## config.mk

```make
export PLATFORM = sky130hd
export DESIGN_NAME = regfile_wr_arbiter
export DESIGN_NICKNAME = d
export VERILOG_FILES = /design/src/rtl/mip_cpu_pkg.sv /design/src/rtl/wb_pend_buf.sv /design/src/rtl/regfile_wr_arbiter.sv
export SDC_FILE = /design/constraint.sdc
export NUM_CORES = 1
export LEC_CHECK = 0
export ABC_AREA = 1
export CORE_AREA = 2 2 135 137
export CTS_BUF_LIST = sky130_fd_sc_hd__clkbuf_4 sky130_fd_sc_hd__clkbuf_8
export CTS_CLUSTER_DIAMETER = 120
export DETAILED_ROUTE_END_ITERATION = 10
export DIE_AREA = 0 0 137 139
export PLACE_DENSITY_LB_ADDON = 0.2
export SLEW_MARGIN = 25
export SYNTH_ARGS = -nofsm -noshare
export SYNTH_HDL_FRONTEND = slang
export SYNTH_SLANG_ARGS = --single-unit
```

## constraint.sdc

```tcl
create_clock -name cpu_clk_50M -period 6.4 [get_ports cpu_clk_50M]
set_input_delay 0.64 -clock cpu_clk_50M [delete_from_list [all_inputs] [get_ports cpu_clk_50M]]
set_output_delay 0.64 -clock cpu_clk_50M [all_outputs]
set_load 0.02 [all_outputs]
```

## src/rtl/mip_cpu_pkg.sv

```systemverilog
`default_nettype none
// ============================================================================
// Module      : mip_cpu_pkg
// Description : Shared CPU types: register names, data word, pending-write entry.
// Revision    : 1.0 - initial release
// ============================================================================
package mip_cpu_pkg;

    typedef logic [31:0] word_t;

    localparam word_t ZERO = 32'h0000_0000;

    typedef enum logic [4:0] {
        REG_ZERO, REG_AT, REG_V0, REG_V1,
        REG_A0,   REG_A1, REG_A2, REG_A3,
        REG_T0,   REG_T1, REG_T2, REG_T3, REG_T4, REG_T5, REG_T6, REG_T7,
        REG_S0,   REG_S1, REG_S2, REG_S3, REG_S4, REG_S5, REG_S6, REG_S7,
        REG_T8,   REG_T9, REG_K0, REG_K1,
        REG_GP,   REG_SP, REG_FP, REG_RA
    } reg_enum;

    typedef struct packed {
        logic    live;
        reg_enum wa;
        word_t   wd;
    } pend_entry_t;

endpackage
`default_nettype wire

```

## src/rtl/wb_pend_buf.sv

```systemverilog
`default_nettype none
// ============================================================================
// Module      : wb_pend_buf
// Description : Pending multi-cycle result FIFO with WAW kill and youngest-match lookup.
// Revision    : 1.0 - initial release
// ============================================================================
module wb_pend_buf
    import mip_cpu_pkg::*;
#(
    parameter int DEPTH = 2
) (
    input  logic        clk,
    input  logic        rst,
    input  logic        i_push,
    input  reg_enum     i_push_wa,
    input  word_t       i_push_wd,
    input  logic        i_pop,
    input  logic        i_kill,
    input  reg_enum     i_kill_wa,
    input  reg_enum     i_chk_ra1,
    input  reg_enum     i_chk_ra2,
    output logic        o_empty,
    output logic        o_full,
    output pend_entry_t o_head,
    output logic        o_hit1,
    output word_t       o_data1,
    output logic        o_hit2,
    output word_t       o_data2
);

    localparam int c_PTR_W = $clog2(DEPTH);

    pend_entry_t          r_mem [DEPTH];
    logic [c_PTR_W-1:0]   r_head;
    logic [c_PTR_W-1:0]   r_tail;
    logic [c_PTR_W:0]     r_count;

    pend_entry_t          w_look1;
    pend_entry_t          w_look2;

    // Scans oldest to youngest so the last match wins. Popped slots have live
    // cleared, so only occupied entries can ever match.
    function automatic pend_entry_t f_lookup(input reg_enum ra);
        pend_entry_t        res;
        logic [c_PTR_W-1:0] idx;
        res = '{live: 1'b0, wa: ra, wd: ZERO};
        for (int k = 0; k < DEPTH; k++) begin
            idx = r_head + c_PTR_W'(k);
            if (ra != REG_ZERO && r_mem[idx].live && r_mem[idx].wa == ra) begin
                res.live = 1'b1;
                res.wd   = r_mem[idx].wd;
            end
        end
        return res;
    endfunction

    always_ff @(posedge clk or posedge rst) begin
        if (rst) begin
            r_head  <= '0;
            r_tail  <= '0;
            r_count <= '0;
            for (int i = 0; i < DEPTH; i++) begin
                r_mem[i] <= '0;
            end
        end else begin
            for (int i = 0; i < DEPTH; i++) begin
                if (i_kill && r_mem[i].wa == i_kill_wa) begin
                    r_mem[i].live <= 1'b0;
                end
            end
            if (i_pop) begin
                r_mem[r_head].live <= 1'b0;
                r_head             <= r_head + c_PTR_W'(1);
            end
            // Written last so a same-cycle enqueue survives a matching kill.
            if (i_push) begin
                r_mem[r_tail] <= '{live: 1'b1, wa: i_push_wa, wd: i_push_wd};
                r_tail        <= r_tail + c_PTR_W'(1);
            end
            if (i_push && !i_pop) begin
                r_count <= r_count + (c_PTR_W+1)'(1);
            end else if (!i_push && i_pop) begin
                r_count <= r_count - (c_PTR_W+1)'(1);
            end
        end
    end

    always_comb begin
        w_look1 = f_lookup(i_chk_ra1);
        w_look2 = f_lookup(i_chk_ra2);
    end

    assign o_empty = (r_count == '0);
    assign o_full  = (r_count == (c_PTR_W+1)'(DEPTH));
    assign o_head  = r_mem[r_head];
    assign o_hit1  = w_look1.live;
    assign o_data1 = w_look1.wd;
    assign o_hit2  = w_look2.live;
    assign o_data2 = w_look2.wd;

endmodule
`default_nettype wire

```

## src/rtl/regfile_wr_arbiter.sv

```systemverilog
`default_nettype none
// ============================================================================
// Module      : regfile_wr_arbiter
// Description : Shares the regfile write port between pipeline WB and multi-cycle results.
// Revision    : 1.0 - initial release
// ============================================================================
module regfile_wr_arbiter
    import mip_cpu_pkg::*;
#(
    parameter int DEPTH      = 2,
    parameter int STARVE_MAX = 4
) (
    input  logic    cpu_clk_50M,
    input  logic    cpu_rst,
    input  logic    wb_we,
    input  reg_enum wb_wa,
    input  word_t   wb_wd,
    output logic    wb_stall,
    input  logic    mc_valid,
    output logic    mc_ready,
    input  reg_enum mc_wa,
    input  word_t   mc_wd,
    output logic    rfwe,
    output reg_enum rfwa,
    output word_t   rfwd,
    input  reg_enum chk_ra1,
    output logic    pend_hit1,
    output word_t   pend_data1,
    input  reg_enum chk_ra2,
    output logic    pend_hit2,
    output word_t   pend_data2
);

    localparam int c_STARVE_W = $clog2(STARVE_MAX + 1);

    logic [c_STARVE_W-1:0] r_starve;

    logic        w_empty;
    logic        w_full;
    pend_entry_t w_head;
    logic        w_starved;
    logic        w_wb_req;
    logic        w_wb_wr;
    logic        w_pop;
    logic        w_push;
    logic        w_hit1;
    logic        w_hit2;
    word_t       w_data1;
    word_t       w_data2;

    wb_pend_buf #(
        .DEPTH (DEPTH)
    ) u_pend_buf (
        .clk       (cpu_clk_50M),
        .rst       (cpu_rst),
        .i_push    (w_push),
        .i_push_wa (mc_wa),
        .i_push_wd (mc_wd),
        .i_pop     (w_pop),
        .i_kill    (w_wb_wr),
        .i_kill_wa (wb_wa),
        .i_chk_ra1 (chk_ra1),
        .i_chk_ra2 (chk_ra2),
        .o_empty   (w_empty),
        .o_full    (w_full),
        .o_head    (w_head),
        .o_hit1    (w_hit1),
        .o_data1   (w_data1),
        .o_hit2    (w_hit2),
        .o_data2   (w_data2)
    );

    assign w_starved = !w_empty && (r_starve == c_STARVE_W'(STARVE_MAX));
    assign w_wb_req  = wb_we && (wb_wa != REG_ZERO);
    assign w_push    = mc_valid && mc_ready && (mc_wa != REG_ZERO);

    // Everything is gated by reset so a held pipeline write cannot leak through.
    always_comb begin
        mc_ready = 1'b0;
        wb_stall = 1'b0;
        w_wb_wr  = 1'b0;
        w_pop    = 1'b0;
        rfwe     = 1'b0;
        rfwa     = REG_ZERO;
        rfwd     = ZERO;
        if (!cpu_rst) begin
            mc_ready = !w_full;
            if (w_starved) begin
                w_pop    = 1'b1;
                wb_stall = 1'b1;
            end else if (w_wb_req) begin
                w_wb_wr = 1'b1;
            end else if (!w_empty) begin
                w_pop = 1'b1;
            end
            if (w_pop) begin
                if (w_head.live) begin
                    rfwe = 1'b1;
                    rfwa = w_head.wa;
                    rfwd = w_head.wd;
                end
            end else if (w_wb_wr) begin
                rfwe = 1'b1;
                rfwa = wb_wa;
                rfwd = wb_wd;
            end
        end
    end

    always_ff @(posedge cpu_clk_50M or posedge cpu_rst) begin
        if (cpu_rst) begin
            r_starve <= '0;
        end else if (w_empty || w_pop) begin
            r_starve <= '0;
        end else if (r_starve != c_STARVE_W'(STARVE_MAX)) begin
            r_starve <= r_starve + c_STARVE_W'(1);
        end
    end

    assign pend_hit1  = !cpu_rst && w_hit1;
    assign pend_data1 = cpu_rst ? ZERO : w_data1;
    assign pend_hit2  = !cpu_rst && w_hit2;
    assign pend_data2 = cpu_rst ? ZERO : w_data2;

endmodule
`default_nettype wire

```

# --- Yosys cells after proc, flatten, opt, wreduce, memory -nomap -nowiden ---
# Cells that the tools add are included.
totals:
  ff_bits: 83
  output_inout_bits: 106
  inputBits: 88
classes:
  n_eq_ne: 9
  mux: 54
  bitwise_logic: 3
  magnitude_cmp: 5
  addsub: 5
  n_reduce_logical: 33
ops:
  columns: ["op", "count"]
  rows:
  - ["2-to-1 mux 32 bit", 10]
  - ["2-to-1 mux 38 bit", 8]
  - ["bitwise mux 76 bit", 2]
  - ["2-to-1 mux 76 bit", 2]
  - ["demux 38 bit (select 1 bit)", 2]
  - ["== test 5 bit", 6]
  - ["2-to-1 mux 1 bit", 22]
  - ["logical AND 1 bit", 20]
  - ["2-to-1 mux 5 bit", 4]
  - ["nonzero test 5 bit", 4]
  - [">= comparator 2 bit, second input constant", 3]
  - ["2-to-1 mux 3 bit", 2]
  - ["inverter 1 -> 2 bit", 3]
  - ["logical NOT 1 bit", 5]
  - ["< comparator 2 x 1 -> 1 bit, second input constant", 2]
  - ["2-to-1 mux 2 bit", 2]
  - ["nonzero test 2 bit", 2]
  - ["adder 3 x 1 -> 3 bit, second input constant", 1]
  - ["== test 3 bit, second input constant", 1]
  - ["!= test 3 bit, second input constant", 1]
  - ["adder 1 bit, second input constant", 2]
  - ["adder 2 x 1 -> 2 bit, second input constant", 1]
  - ["== test 2 bit, second input constant", 1]
  - ["logical NOT 2 bit", 1]
  - ["other kinds (2)", 2]

# --- Longest topological paths before layout ---
logic_depth:
  depth_word: 12
  depth_mapped: 13
  depth_no_buf: 10

# --- Modules after synthesis ---
# From an unflattened synthesis, not the netlist that was laid out.
unflattened:
  hier_cells: 1302
  hier_area_um2: 7709.9
modules_own_cells:
  columns: ["module", "seq_area_each_um2", "cells_each", "area_each_um2", "instances"]
  rows:
  - ["wb_pend_buf", 2001.9, 872, 5562.8, 1]
  - ["regfile_wr_arbiter", 75.1, 430, 2147.1, 1]

# --- Worst setup path after synthesis ---
# Ideal clock, no wire load.
synth_path:
  path_type: "in2out"
  start: "in cpu_rst"
  end: "out rfwa[0]"
  required_ps: 5760
  path_slack_ps: 2100
  arrival_time_ps: 3660
  stages: 5
  n_path_buf: 2
  cell_sequence: "clkinv_1 > o21ai_1 > buf_2 > buf_2 > nor2_1"
synth_between:
  elab_chain_len: 1
synth_rtl:
  columns: ["item", "line", "rtl"]
  rows:
  - ["from (decl)", "regfile_wr_arbiter.sv:14", "input logic cpu_rst,"]
  - ["2-to-1 mux 5 bit", "regfile_wr_arbiter.sv:86", "if (!cpu_rst) begin"]
  - ["to (decl)", "regfile_wr_arbiter.sv:24", "output reg_enum rfwa,"]
# Every way passes these cells.

# --- Worst setup path in the final report ---
layout_path:
  start: "reg u_pend_buf.r_head"
  end: "out pend_data2[12]"
layout_between:
  elab_chain_len: 9
layout_rtl:
  columns: ["item", "line", "rtl"]
  rows:
  - ["from (decl)", "wb_pend_buf.sv:34", "logic [c_PTR_W-1:0] r_head;"]
  - ["from (signal assigned)", "wb_pend_buf.sv:73", "r_head <= r_head + c_PTR_W'(1);"]
  - ["adder 1 bit / inverter 1 -> 2 bit (equally long branches)", "wb_pend_buf.sv:48, wb_pend_buf.sv:49, wb_pend_buf.sv:51", null]
  - ["inverter 1 -> 2 bit (not written as such) / 2-to-1 mux 38 bit (equally long branches)", "wb_pend_buf.sv:49, wb_pend_buf.sv:51", null]
  - ["2-to-1 mux 38 bit (not written as such) (2 in a row)", "wb_pend_buf.sv:49", "if (ra != REG_ZERO && r_mem[idx].live && r_mem[idx].wa == ra) begin"]
  - ["2-to-1 mux 38 bit (not written as such), or another cell as far along", "wb_pend_buf.sv:49", null]
  - ["== test 5 bit / logical AND 1 bit (equally long branches)", "wb_pend_buf.sv:49", null]
  - ["logical AND 1 bit / 2-to-1 mux 32 bit (equally long branches)", "wb_pend_buf.sv:49", null]
  - ["2-to-1 mux 32 bit (*)", "wb_pend_buf.sv:49", null]
  - ["2-to-1 mux 32 bit (*)", "regfile_wr_arbiter.sv:123", "assign pend_data2 = cpu_rst ? ZERO : w_data2;"]
  - ["to (decl)", "regfile_wr_arbiter.sv:31", "output word_t pend_data2"]
# Mark *: on every way between the ends. The rest lies on a longest branch, timed or not. The select of a mux whose other input is x is not followed.

==> reports/results.ini <==
[grt]
grt_usage=0.2379
grt_max_degree=79
antenna_found_initial=0
grt_pass1_vias=7055
grt_pass1_wl_um=36230
overflow=0

[timing]
clock.fmax_mhz=181.3
setup_violations=0
finClkSkew_ns=0.005232
rsz0062_at_grt=no
tns_ns=0
period_minus_slack_ns=5.516
hold_slack_ns=0.4884
final_max_slew_viol_count=0
max_slew_margin=0.4074
hold_viol=0
worst_slack_ns=0.8840
worst_slew_pin_slew_ns=0.8867
timing.final.crit_share=0.8619

[outcome]
status=completed

[synth]
syn-num-nets=1271
syn_area_per_cell_um2=5.869
synth-seq-cells=83
yosysSeqAreaShare=0.2999
synthesis.area_mm2=0.006925
yosysWarnings=0
syn_inst=1180
synth.distinct_cells=26

[critical_path]
startpoint_type=flop
required_ns=5.76
end_kind=primary output
cp.arrival_ns=4.88
criticalPathCategory=flop to primary output
path_max_fanout=78

[hold_path]
hp-class=flop to flop

[cts]
root_buffer=clkbuf_8
clockBufferDepth=2
ctsHoldBuffers=0
cts_resized=0
clkSlewWorstSetupHoldPaths_ns=0.08
htree_num_levels=3
post-cts-setup-buffers=0
numClockSinks=83
cts_buffers=9
insertion_delay_ns=0.36
cts_tree=yes

[route]
vias=7715
dr.pass1.iters=5
wl_met2_um=10400
first_iter_violations=535
route.met3.wl_um=1577
ant_nets=0
totalWireLength_um=22720
remaining_drc_errors=0
m1WireLength_um=10480
vias_per_cell=4.974
wire_per_inst_um=14.65
routed.top_layer=met4

[place]
place.gp.congestion=0.9619
dp_worst_setup_slack_ns=1.264
place_hpwl_um=15750
port_buffers=193

[flow_run]
drv_cap=0

[final_layout]
final_nets=1408
drive_gt1_frac=0.04614
antenna_cells=0
fin_util=0.5167
areaGrowthSynthToFinish_pct=31.74

[floorplanning]
rows=49
core-area_mm2=0.01766
die_w_um=137
initial_utilization=0.3922
ioPinCount=194
die-area_mm2=0.01904
die_h_um=139

[power_and_ir_drop]
power_density_mw_per_mm2=429.6
power_leakage_nw=4.433
vdd_drop_max_mv=0.2649

where the power goes:
group / internal [mW] / switching (mW) / total [mW] / leakage, nW
Clock: 0.240 / 0.194 / 0.434 / 0.117
Sequential: 0.769 / 0.248 / 1.02 / 1.03
Combinational: 0.852 / 1.62 / 2.47 / 3.28
Total: 1.86 / 2.06 / 3.92 / 4.43
layout make-up:
| type | instances | area (um2) |
|---|---|---|
| inverter | 138 | 520.5 |
| multi-input combinational | 880 | 3968 |
| sequential | 83 | 2081 |
| tap | 229 | 286.5 |
| clock inverter | 4 | 73.82 |
| clock buffer | 12 | 152.6 |
| timing repair buffer | 205 | 2042 |
| fill | 1847 | 8533 |
Yosys cell counts:
cell      number  area share
a21oi_1        3      0.0022
a21oi_2        1      0.0013
a31oi_2        1      0.0018
buf_1          7      0.0038
buf_2         28       0.020
buf_4          2      0.0022
buf_6          8       0.013
clkbuf_1      34       0.018
clkinv_1       1     0.00054
dfrtp_1       83        0.30
ha_1           3      0.0054
inv_1        135       0.073
inv_2          2      0.0011
nand2_1      435        0.24
nand2_2        4      0.0036
nand3_1       42       0.030
nand3_2        2      0.0029
nand4_1       70       0.063
nor2_1       108       0.059
nor2_2        12       0.011
nor2_4         4      0.0065
nor3_1         3      0.0022
o21ai_0      155        0.11
o21ai_1       29       0.021
xnor2_1        6      0.0076
xor2_1         2      0.0025
layer usage:
layer	GRT usage	vias to the layer above
li1	-	4008
met1	0.3292	3428
met2	0.3899	260
met3	0.03801	19
met4	0.05209	0
met5	0	-
registers in the layout, indices dropped and copies added, names as in the netlist:
signal and cells:
u_pend_buf.r_mem 76, u_pend_buf.r_tail 1, r_starve 3, u_pend_buf.r_head 1, u_pend_buf.r_count 2
final timing paths:
path	start	end	slack (ns)	cells past startpoint
min in group asynchronous	cpu_rst	u_pend_buf.r_mem[38]	0.87	2
worst max-delay path	u_pend_buf.r_head	pend_data2[12]	0.88	12
worst min register to register	u_pend_buf.r_mem[41]	u_pend_buf.r_mem[41]	0.49	2
max in group asynchronous	cpu_rst	u_pend_buf.r_head	4.60	3
worst max register to register	r_starve[0]	u_pend_buf.r_count[1]	4.41	9
worst min-delay path	u_pend_buf.r_mem[41]	u_pend_buf.r_mem[41]	0.49	2
through the flow:
stage          cells  total power, mW  cell area (um2)
4_1_cts         1551            3.923             9124
3_3_place_gp    1534            3.434             8870
2_1_floorplan   1180            2.740             6925
3_5_place_dp    1535            3.476             8897
5_1_grt         1551            4.318             9124
6_report        1551            3.920             9124
logic make-up (layout without fill, tap and decap cells):
kind of cell    Yosys count  in the layout  synth area share
compound gates          189            189            0.1382
buf+inv                 217            359            0.1324
simple gates            680            680            0.4139
fa+ha+maj                 3              3          0.005421
flops                    83             83            0.2999
xor+xnor                  8              8           0.01012
critical path: stages (launching register included):
cell	delay, ns
dfrtp_4	0.86
inv_2	0.33
nand2_1	0.19
nand2_1	0.08
nand2_1	0.06
nand2_1	0.07
nor2_4	0.07
buf_4	0.38
nand3_2	0.72
nand2_1	0.26
nand2_2	0.46
nor2_1	0.35
clkdlybuf4s50_1	0.65
layout by cell type, fill, tap and decap left out, types with 2 or more instances in the layout:
cell	synthesis	final
nand2_1	435	432
clkdlybuf4s50_1	0	193
o21ai_0	155	155
inv_1	135	135
nor2_1	108	107
dfrtp_1	83	82
nand4_1	70	70
nand3_1	42	42
o21ai_1	29	28
buf_4	2	11
nor2_2	12	10
clkbuf_8	0	10
nor2_4	4	7
nand2_2	4	7
xnor2_1	6	6
nor3_1	3	3
a21oi_1	3	3
ha_1	3	3
nand3_2	2	2
xor2_1	2	2
inv_2	2	2
bufinv_16	0	2
clkbuf_4	0	2
No activity file was read; power rests on OpenSTA's default activity.
